### src/rtl/upd_llr_user_scheduler_pkg.sv
// Shared definitions for the LLR user scheduler and the sender datapath:
// state codes, RE step per IQ read, and the sender rate legality rule.
package upd_llr_user_scheduler_pkg;

    // IDLE, USERSTART and USERSEND codes are also decoded by the sender.
    typedef enum logic [2:0] {
        ST_IDLE      = 3'd0,
        ST_LOAD      = 3'd1,
        ST_USERSTART = 3'd2,
        ST_WAITDATA  = 3'd3,
        ST_USERSEND  = 3'd4,
        ST_USERDONE  = 3'd5
    } state_e;

    // One IQ read strobe carries two REs.
    localparam int unsigned RE_STEP = 2;

    // The sender handles only non-zero, even rates.
    function automatic logic rate_legal(input logic [15:0] rate);
        return (rate != 16'd0) && !rate[0];
    endfunction

    // RE target rounded up to the next even count.
    function automatic logic [16:0] re_target(input logic [15:0] re_num);
        return {1'b0, re_num} + {16'd0, re_num[0]};
    endfunction

endpackage

### src/rtl/upd_llr_wdog.sv
// Stall watchdog: counts while running, reloads on activity, flags expiry.
// Ports: i_core_clk, i_rx_rstn, i_run, i_reload, o_expire. Built only with UPD_LLR_WDOG_EN.
`ifdef UPD_LLR_WDOG_EN
module upd_llr_wdog #(
    parameter int CYCLES = 4096
) (
    input  logic i_core_clk,
    input  logic i_rx_rstn,
    input  logic i_run,
    input  logic i_reload,
    output logic o_expire
);

    localparam int W = $clog2(CYCLES + 1);
    localparam logic [W-1:0] LAST = W'(CYCLES - 1);

    logic [W-1:0] cnt_q;
    logic [W-1:0] cnt_d;

    always_comb begin
        cnt_d = cnt_q;
        if (!i_run || i_reload) begin
            cnt_d = '0;
        end else if (cnt_q != LAST) begin
            cnt_d = cnt_q + 1'b1;
        end
    end

    assign o_expire = i_run && !i_reload && (cnt_q == LAST);

    always_ff @(posedge i_core_clk or negedge i_rx_rstn) begin
        if (!i_rx_rstn) begin
            cnt_q <= '0;
        end else begin
            cnt_q <= cnt_d;
        end
    end

endmodule
`endif

### src/rtl/upd_llr_user_scheduler.sv
// Per-user sequencer for the slow PHY-to-LLR sender: takes user descriptors,
// drives sender state/rate, gates sending on FIFO occupancy, counts REs.
// Ports: i_core_clk/i_rx_rstn; batch arm (i_batch_start) and descriptor
// handshake (i_user_valid/o_user_ready, i_user_re_num, i_user_rate,
// i_batch_last); FIFO flags and i_iq_rd_en from the sender; outputs o_state,
// o_user_iq_noise_rate, o_send_en, o_rx_fsm_rstn, o_user_done/o_user_skip,
// o_user_idx, o_batch_done, sticky o_err.
// Optional stall watchdog: define UPD_LLR_WDOG_EN.
module upd_llr_user_scheduler
    import upd_llr_user_scheduler_pkg::*;
#(
    parameter int NUM_USERS = 8
`ifdef UPD_LLR_WDOG_EN
    ,
    parameter int WDOG_CYCLES = 4096
`endif
) (
    input  logic                         i_core_clk,
    input  logic                         i_rx_rstn,
    input  logic                         i_batch_start,
    input  logic                         i_batch_last,
    input  logic                         i_user_valid,
    output logic                         o_user_ready,
    input  logic [15:0]                  i_user_re_num,
    input  logic [15:0]                  i_user_rate,
    input  logic                         i_iq_fifo_empty,
    input  logic                         i_noise_fifo_empty,
    input  logic                         i_iq_rd_en,
    output logic [2:0]                   o_state,
    output logic [15:0]                  o_user_iq_noise_rate,
    output logic                         o_send_en,
    output logic                         o_rx_fsm_rstn,
    output logic                         o_user_done,
    output logic                         o_user_skip,
    output logic [$clog2(NUM_USERS)-1:0] o_user_idx,
    output logic                         o_batch_done,
    output logic                         o_err
);

    localparam int IDX_W = $clog2(NUM_USERS);
    localparam logic [IDX_W-1:0] IDX_MAX = IDX_W'(NUM_USERS - 1);

    state_e             state_q, state_d;
    logic [15:0]        rate_q, rate_d;
    logic [16:0]        target_q, target_d;
    logic [16:0]        re_cnt_q, re_cnt_d;
    logic [IDX_W-1:0]   idx_q, idx_d;
    logic               err_q, err_d;
    logic               armed_q, armed_d;
    logic               last_q, last_d;
    logic               ovf_q, ovf_d;
    logic [1:0]         flush_q, flush_d;
    logic               user_done_q, user_done_d;
    logic               skip_q, skip_d;
    logic               batch_done_q, batch_done_d;
    logic               send_en_q, send_en_d;

    logic               hs;
    logic               fifo_ok;
    logic [16:0]        re_next;
    logic               wdog_expire;

    assign o_user_ready = (state_q == ST_IDLE) && armed_q;
    assign hs           = i_user_valid && o_user_ready;
    assign fifo_ok      = !i_iq_fifo_empty && !i_noise_fifo_empty;
    assign re_next      = re_cnt_q + 17'(RE_STEP);

`ifdef UPD_LLR_WDOG_EN
    logic enter_q;
    logic rx_rstn_q;
    logic wdog_run;

    assign wdog_run = ((state_q == ST_WAITDATA) || (state_q == ST_USERSEND))
                   && (flush_q == 2'd0);

    upd_llr_wdog #(
        .CYCLES   (WDOG_CYCLES)
    ) u_wdog (
        .i_core_clk (i_core_clk),
        .i_rx_rstn  (i_rx_rstn),
        .i_run      (wdog_run),
        .i_reload   (i_iq_rd_en || enter_q),
        .o_expire   (wdog_expire)
    );

    // enter_q reloads the watchdog on the first cycle of each new state.
    always_ff @(posedge i_core_clk or negedge i_rx_rstn) begin
        if (!i_rx_rstn) begin
            enter_q   <= 1'b0;
            rx_rstn_q <= 1'b1;
        end else begin
            enter_q   <= (state_d != state_q);
            rx_rstn_q <= (flush_d == 2'd0);
        end
    end

    assign o_rx_fsm_rstn = rx_rstn_q;
`else
    assign wdog_expire   = 1'b0;
    assign o_rx_fsm_rstn = 1'b1;
`endif

    always_comb begin
        state_d      = state_q;
        rate_d       = rate_q;
        target_d     = target_q;
        re_cnt_d     = re_cnt_q;
        idx_d        = idx_q;
        err_d        = err_q;
        armed_d      = armed_q;
        last_d       = last_q;
        ovf_d        = ovf_q;
        flush_d      = flush_q;
        user_done_d  = 1'b0;
        skip_d       = 1'b0;
        batch_done_d = 1'b0;

        if (flush_q != 2'd0) begin
            // Sender flush in progress; finish the user as skipped.
            flush_d = flush_q - 2'd1;
            if (flush_q == 2'd1) begin
                state_d     = ST_USERDONE;
                user_done_d = 1'b1;
                skip_d      = 1'b1;
            end
        end else begin
            unique case (state_q)
                ST_IDLE: begin
                    if (i_batch_start) begin
                        armed_d = 1'b1;
                        idx_d   = '0;
                        err_d   = 1'b0;
                        ovf_d   = 1'b0;
                    end
                    if (hs) begin
                        rate_d   = i_user_rate;
                        target_d = re_target(i_user_re_num);
                        last_d   = i_batch_last;
                        if (i_batch_last) armed_d = 1'b0;
                        // Index already saturated: this descriptor overflows.
                        if (ovf_q) err_d = 1'b1;
                        state_d  = ST_LOAD;
                    end
                end
                ST_LOAD: begin
                    re_cnt_d = '0;
                    if (!rate_legal(rate_q) || (target_q == 17'd0)) begin
                        if (!rate_legal(rate_q)) err_d = 1'b1;
                        state_d     = ST_USERDONE;
                        user_done_d = 1'b1;
                        skip_d      = 1'b1;
                    end else begin
                        state_d = ST_USERSTART;
                    end
                end
                ST_USERSTART: begin
                    re_cnt_d = '0;
                    state_d  = ST_WAITDATA;
                end
                ST_WAITDATA: begin
                    if (wdog_expire) begin
                        err_d   = 1'b1;
                        flush_d = 2'd2;
                    end else if (fifo_ok) begin
                        state_d = ST_USERSEND;
                    end
                end
                ST_USERSEND: begin
                    if (wdog_expire) begin
                        err_d   = 1'b1;
                        flush_d = 2'd2;
                    end else if (i_iq_rd_en) begin
                        re_cnt_d = re_next;
                        if (i_iq_fifo_empty) err_d = 1'b1;
                        if (re_next >= target_q) begin
                            state_d     = ST_USERDONE;
                            user_done_d = 1'b1;
                        end
                    end
                end
                ST_USERDONE: begin
                    state_d = ST_IDLE;
                    if (last_q) begin
                        batch_done_d = 1'b1;
                    end else if (idx_q == IDX_MAX) begin
                        ovf_d = 1'b1;
                    end else begin
                        idx_d = idx_q + 1'b1;
                    end
                end
                default: begin
                    state_d = ST_IDLE;
                end
            endcase
        end

        send_en_d = (state_d == ST_USERSEND) && fifo_ok && (flush_d == 2'd0);
    end

    always_ff @(posedge i_core_clk or negedge i_rx_rstn) begin
        if (!i_rx_rstn) begin
            state_q      <= ST_IDLE;
            rate_q       <= '0;
            target_q     <= '0;
            re_cnt_q     <= '0;
            idx_q        <= '0;
            err_q        <= 1'b0;
            armed_q      <= 1'b0;
            last_q       <= 1'b0;
            ovf_q        <= 1'b0;
            flush_q      <= '0;
            user_done_q  <= 1'b0;
            skip_q       <= 1'b0;
            batch_done_q <= 1'b0;
            send_en_q    <= 1'b0;
        end else begin
            state_q      <= state_d;
            rate_q       <= rate_d;
            target_q     <= target_d;
            re_cnt_q     <= re_cnt_d;
            idx_q        <= idx_d;
            err_q        <= err_d;
            armed_q      <= armed_d;
            last_q       <= last_d;
            ovf_q        <= ovf_d;
            flush_q      <= flush_d;
            user_done_q  <= user_done_d;
            skip_q       <= skip_d;
            batch_done_q <= batch_done_d;
            send_en_q    <= send_en_d;
        end
    end

    assign o_state              = state_q;
    assign o_user_iq_noise_rate = rate_q;
    assign o_send_en            = send_en_q;
    assign o_user_done          = user_done_q;
    assign o_user_skip          = skip_q;
    assign o_user_idx           = idx_q;
    assign o_batch_done         = batch_done_q;
    assign o_err                = err_q;

endmodule

### config.mk
export PLATFORM = sky130hd
export DESIGN_NAME = upd_llr_user_scheduler
export DESIGN_NICKNAME = d
export VERILOG_FILES = /design/src/rtl/upd_llr_user_scheduler_pkg.sv /design/src/rtl/upd_llr_wdog.sv /design/src/rtl/upd_llr_user_scheduler.sv
export SDC_FILE = /design/constraint.sdc
export NUM_CORES = 1
export LEC_CHECK = 0
export CORE_ASPECT_RATIO = 1.75
export CORE_MARGIN = 2
export CORE_UTILIZATION = 56
export CTS_CLUSTER_SIZE = 28
export DETAILED_ROUTE_END_ITERATION = 6
export PLACE_DENSITY_LB_ADDON = 0.25
export SYNTH_ARGS = -nofsm -noshare
export SYNTH_HDL_FRONTEND = slang
export SYNTH_SLANG_ARGS = --single-unit
### constraint.sdc
create_clock -name i_core_clk -period 7.5 [get_ports i_core_clk]
set_input_delay 1.5 -clock i_core_clk [delete_from_list [all_inputs] [get_ports i_core_clk]]
set_output_delay 1.5 -clock i_core_clk [all_outputs]
set_load 0.1 [all_outputs]
==> flow_metrics.tcl <==
set metrics [dict create \
    status "finished clean" \
    fin_tns_setup_ns 0 \
    fmax_ghz 0.245 \
    period_share_pct 54.5 \
    tightest_slew_ns 1.16 \
    slew_headroom_pct 22.2 \
    insertion_delay_ns 0.34 \
    synth.avg_cell_area_um2 9.45 \
    drc 0 \
    utilization_pct 72.7 \
    final-hold-violation-count 0 \
    holdCritPathClass "register to register" \
    cts_root_buf "clkbuf_16" \
    cts_tree "done" \
    placed_cell_area_mm2 0.00438 \
    path_clk_slew_ns 0.05 \
    ioPinCount 69 \
    preCtsSetupSlack_ns 3.79 \
    grt_max_degree 65 \
    hold_slack_ns 0.507 \
    cts_resized 0 \
    grt_use_total_pct 25.2 \
    synth_common_cells "64 x dfrtp_1, 38 x nand2_1, 32 x o21ai_0" \
    setup_viol 0 \
    cts_made_buffers 9 \
    synthFlopType "dfrtp_1" \
    start_util_pct 57.2 \
    skew_ns 0.00621 \
    gr-total-overflow 0 \
    grt_pass1_vias 3163 \
    synth-edff-count 0 \
    critical_path_class "register to output pin" \
    cts_setup_buffers 0 \
    grt_setup_unrepaired "false" \
    cts_hold_buf 0 \
    synth_top_area_share_pct 43.4 \
    gp_congestion 0.804 \
    coreArea_mm2 0.00644 \
    drv_slew 0 \
    post-route-min-period_ns 4.09 \
    worst_slack_ns 3.41 \
    worstHoldStart "re_cnt_q[16]" \
    fillers 514 \
    stdcell_count 539 \
    firstDrtPassIters 5 \
    stdcell_area_mm2 0.00468 \
    p_total_mw 1.94 \
    syn2layout_area_growth_pct 27.0 \
    min_path_cells 1 \
    worstHoldEndpoint "re_cnt_q[16]" \
    r2r_cells 10 \
    row_count 39 \
    cp_data_required_time_ns 6.00 \
    drive_above_1_share_pct 9.63 \
    dp.cells 523 \
    synth-seq-area-share_pct 43.4 \
    reg2reg_slack_ns 4.50 \
    crit_fanout 15 \
    synthTopCellsByArea "dfrtp_1 43%, ha_1 6.8%, xnor2_1 5.2%" \
    drv_cap 0 \
    cp-end-kind "output pin" \
    cp.arrival_ns 2.59 \
    vias_per_cell 5.71 \
    synthArstFlopShare_pct 100 \
    port_buffers 67 \
    synthesis.area_mm2 0.00369 \
    start_kind "register" \
    r2r_start "re_cnt_q[3]" \
    routedWlPerCell_um 15.2 \
    die_area_mm2 0.00728 \
    ys_types 46 \
    synthCells 390 \
    routed_wl_mm 8.18 \
    drt_iter0_markers 132 \
    hpwl_mm 6.11 \
    drtAntennaViolNets 0 \
    synth_nets 450 \
    htree_levels 3 \
    num-nets-final 512 \
    leakage_nw 2.01 \
    power.density_mw_per_mm2 415 \
    clock-sinks 64 \
    num_antenna_cells 0 \
    r2r-end "o_send_en" \
    yosys.area.top_type "dfrtp_1" \
    vdd_drop_max_uv 535 \
    grt_pass1_wl_mm 14.3 \
    clk_path_buf_depth 2 \
    dr_total_vias 3080 \
    die_w_um 65.3 \
    antenna_found_initial 0 \
    ys_ff_latch 64 \
    synth_most_common_cell "dfrtp_1" \
    ys_warn_count 0 \
    fp.dieH_um 111 \
]
logic make-up after synthesis:
kind of cell / after synthesis / share of synthesized area [%]
and+or+nand+nor: 131 / 18.3
muxes: 20 / 6.01
DFF: 64 / 43.4
buffers and inverters: 41 / 4.82
adders and majority gates: 20 / 6.79
AOI/OAI and AO/OA: 85 / 13.9
other: 1 / 0.102
xor gates and xnor gates: 28 / 6.65
where the power goes:
group | total [mW] | internal, mW | switching (mW)
combinational | 0.967 | 0.268 | 0.699
clock | 0.414 | 0.265 | 0.149
sequential | 0.564 | 0.458 | 0.106
total | 1.94 | 0.991 | 0.954
worst max path at each step:
| stage | end | cells after the start | slack, ns | startpoint |
|---|---|---|---|---|
| after global routing | o_user_ready | 3 | 3.33 | o_state[1] |
| after global placement | o_user_ready | 3 | 3.82 | o_state[1] |
| after detailed placement | o_user_ready | 3 | 3.79 | o_state[1] |
| after CTS | o_user_ready | 3 | 3.43 | o_state[1] |
| final | o_user_ready | 3 | 3.41 | o_state[1] |
| after floorplan | o_user_ready | 2 | 4.01 | o_state[1] |
cell type report:
| cell class | count | area, µm² | area share [%] |
|---|---|---|---|
| Clock buffer | 11 | 243 | 5.18 |
| Multi-Input combinational cell | 285 | 1920 | 40.9 |
| Sequential cell | 64 | 1600 | 34.2 |
| Tap cell | 82 | 103 | 2.19 |
| Clock inverter | 5 | 56.3 | 1.20 |
| Inverter | 24 | 90.1 | 1.92 |
| Timing Repair Buffer | 68 | 673 | 14.4 |
placed cells by master (no fill, tap or decap), drive strengths merged, types with 2 or more instances in the layout:
cell and n:
nand4 8, o31ai 6, or3 2, o21ai 32
xor2 6, a31oi 4, nor2 24, a41oi 2
ha 20, nor2b 4, nand2b 2, dfrtp 64
clkdlybuf4s50 66, clkinv 3, nor3 11, a21oi 24
nand3 17, mux2 17, a311oi 3, a22o 6
nand2 38, and2 3, or2 3, clkbuf 11
buf 2, xnor2 22, inv 24, and3 4
and4 4, mux2i 3, nor4 9
flip-flops by register name (all words and copies together) (netlist names):
name,cells
o_user_done,1
ovf_q,1
o_send_en,1
o_state,3
re_cnt_q,16
last_q,1
flush_q,2
o_user_iq_noise_rate,16
o_batch_done,1
armed_q,1
o_user_idx,3
o_err,1
target_q,16
o_user_skip,1
critical path, cell delays in order (launching register included):
cell and delay [ns]:
dfrtp_1 0.53, nor3_2 0.41, and2_1 0.18, clkdlybuf4s50_1 1.12
metal layers:
layer	track usage, %	vias to the layer above	part of all wire, %
li1	-	1509	-
met1	29.1	1479	40
met2	43.4	72	54
met3	5.45	20	3.6
met4	11.9	0	2.6
met5	0	-	0
Note: power is estimated with default switching activity, not from simulation.
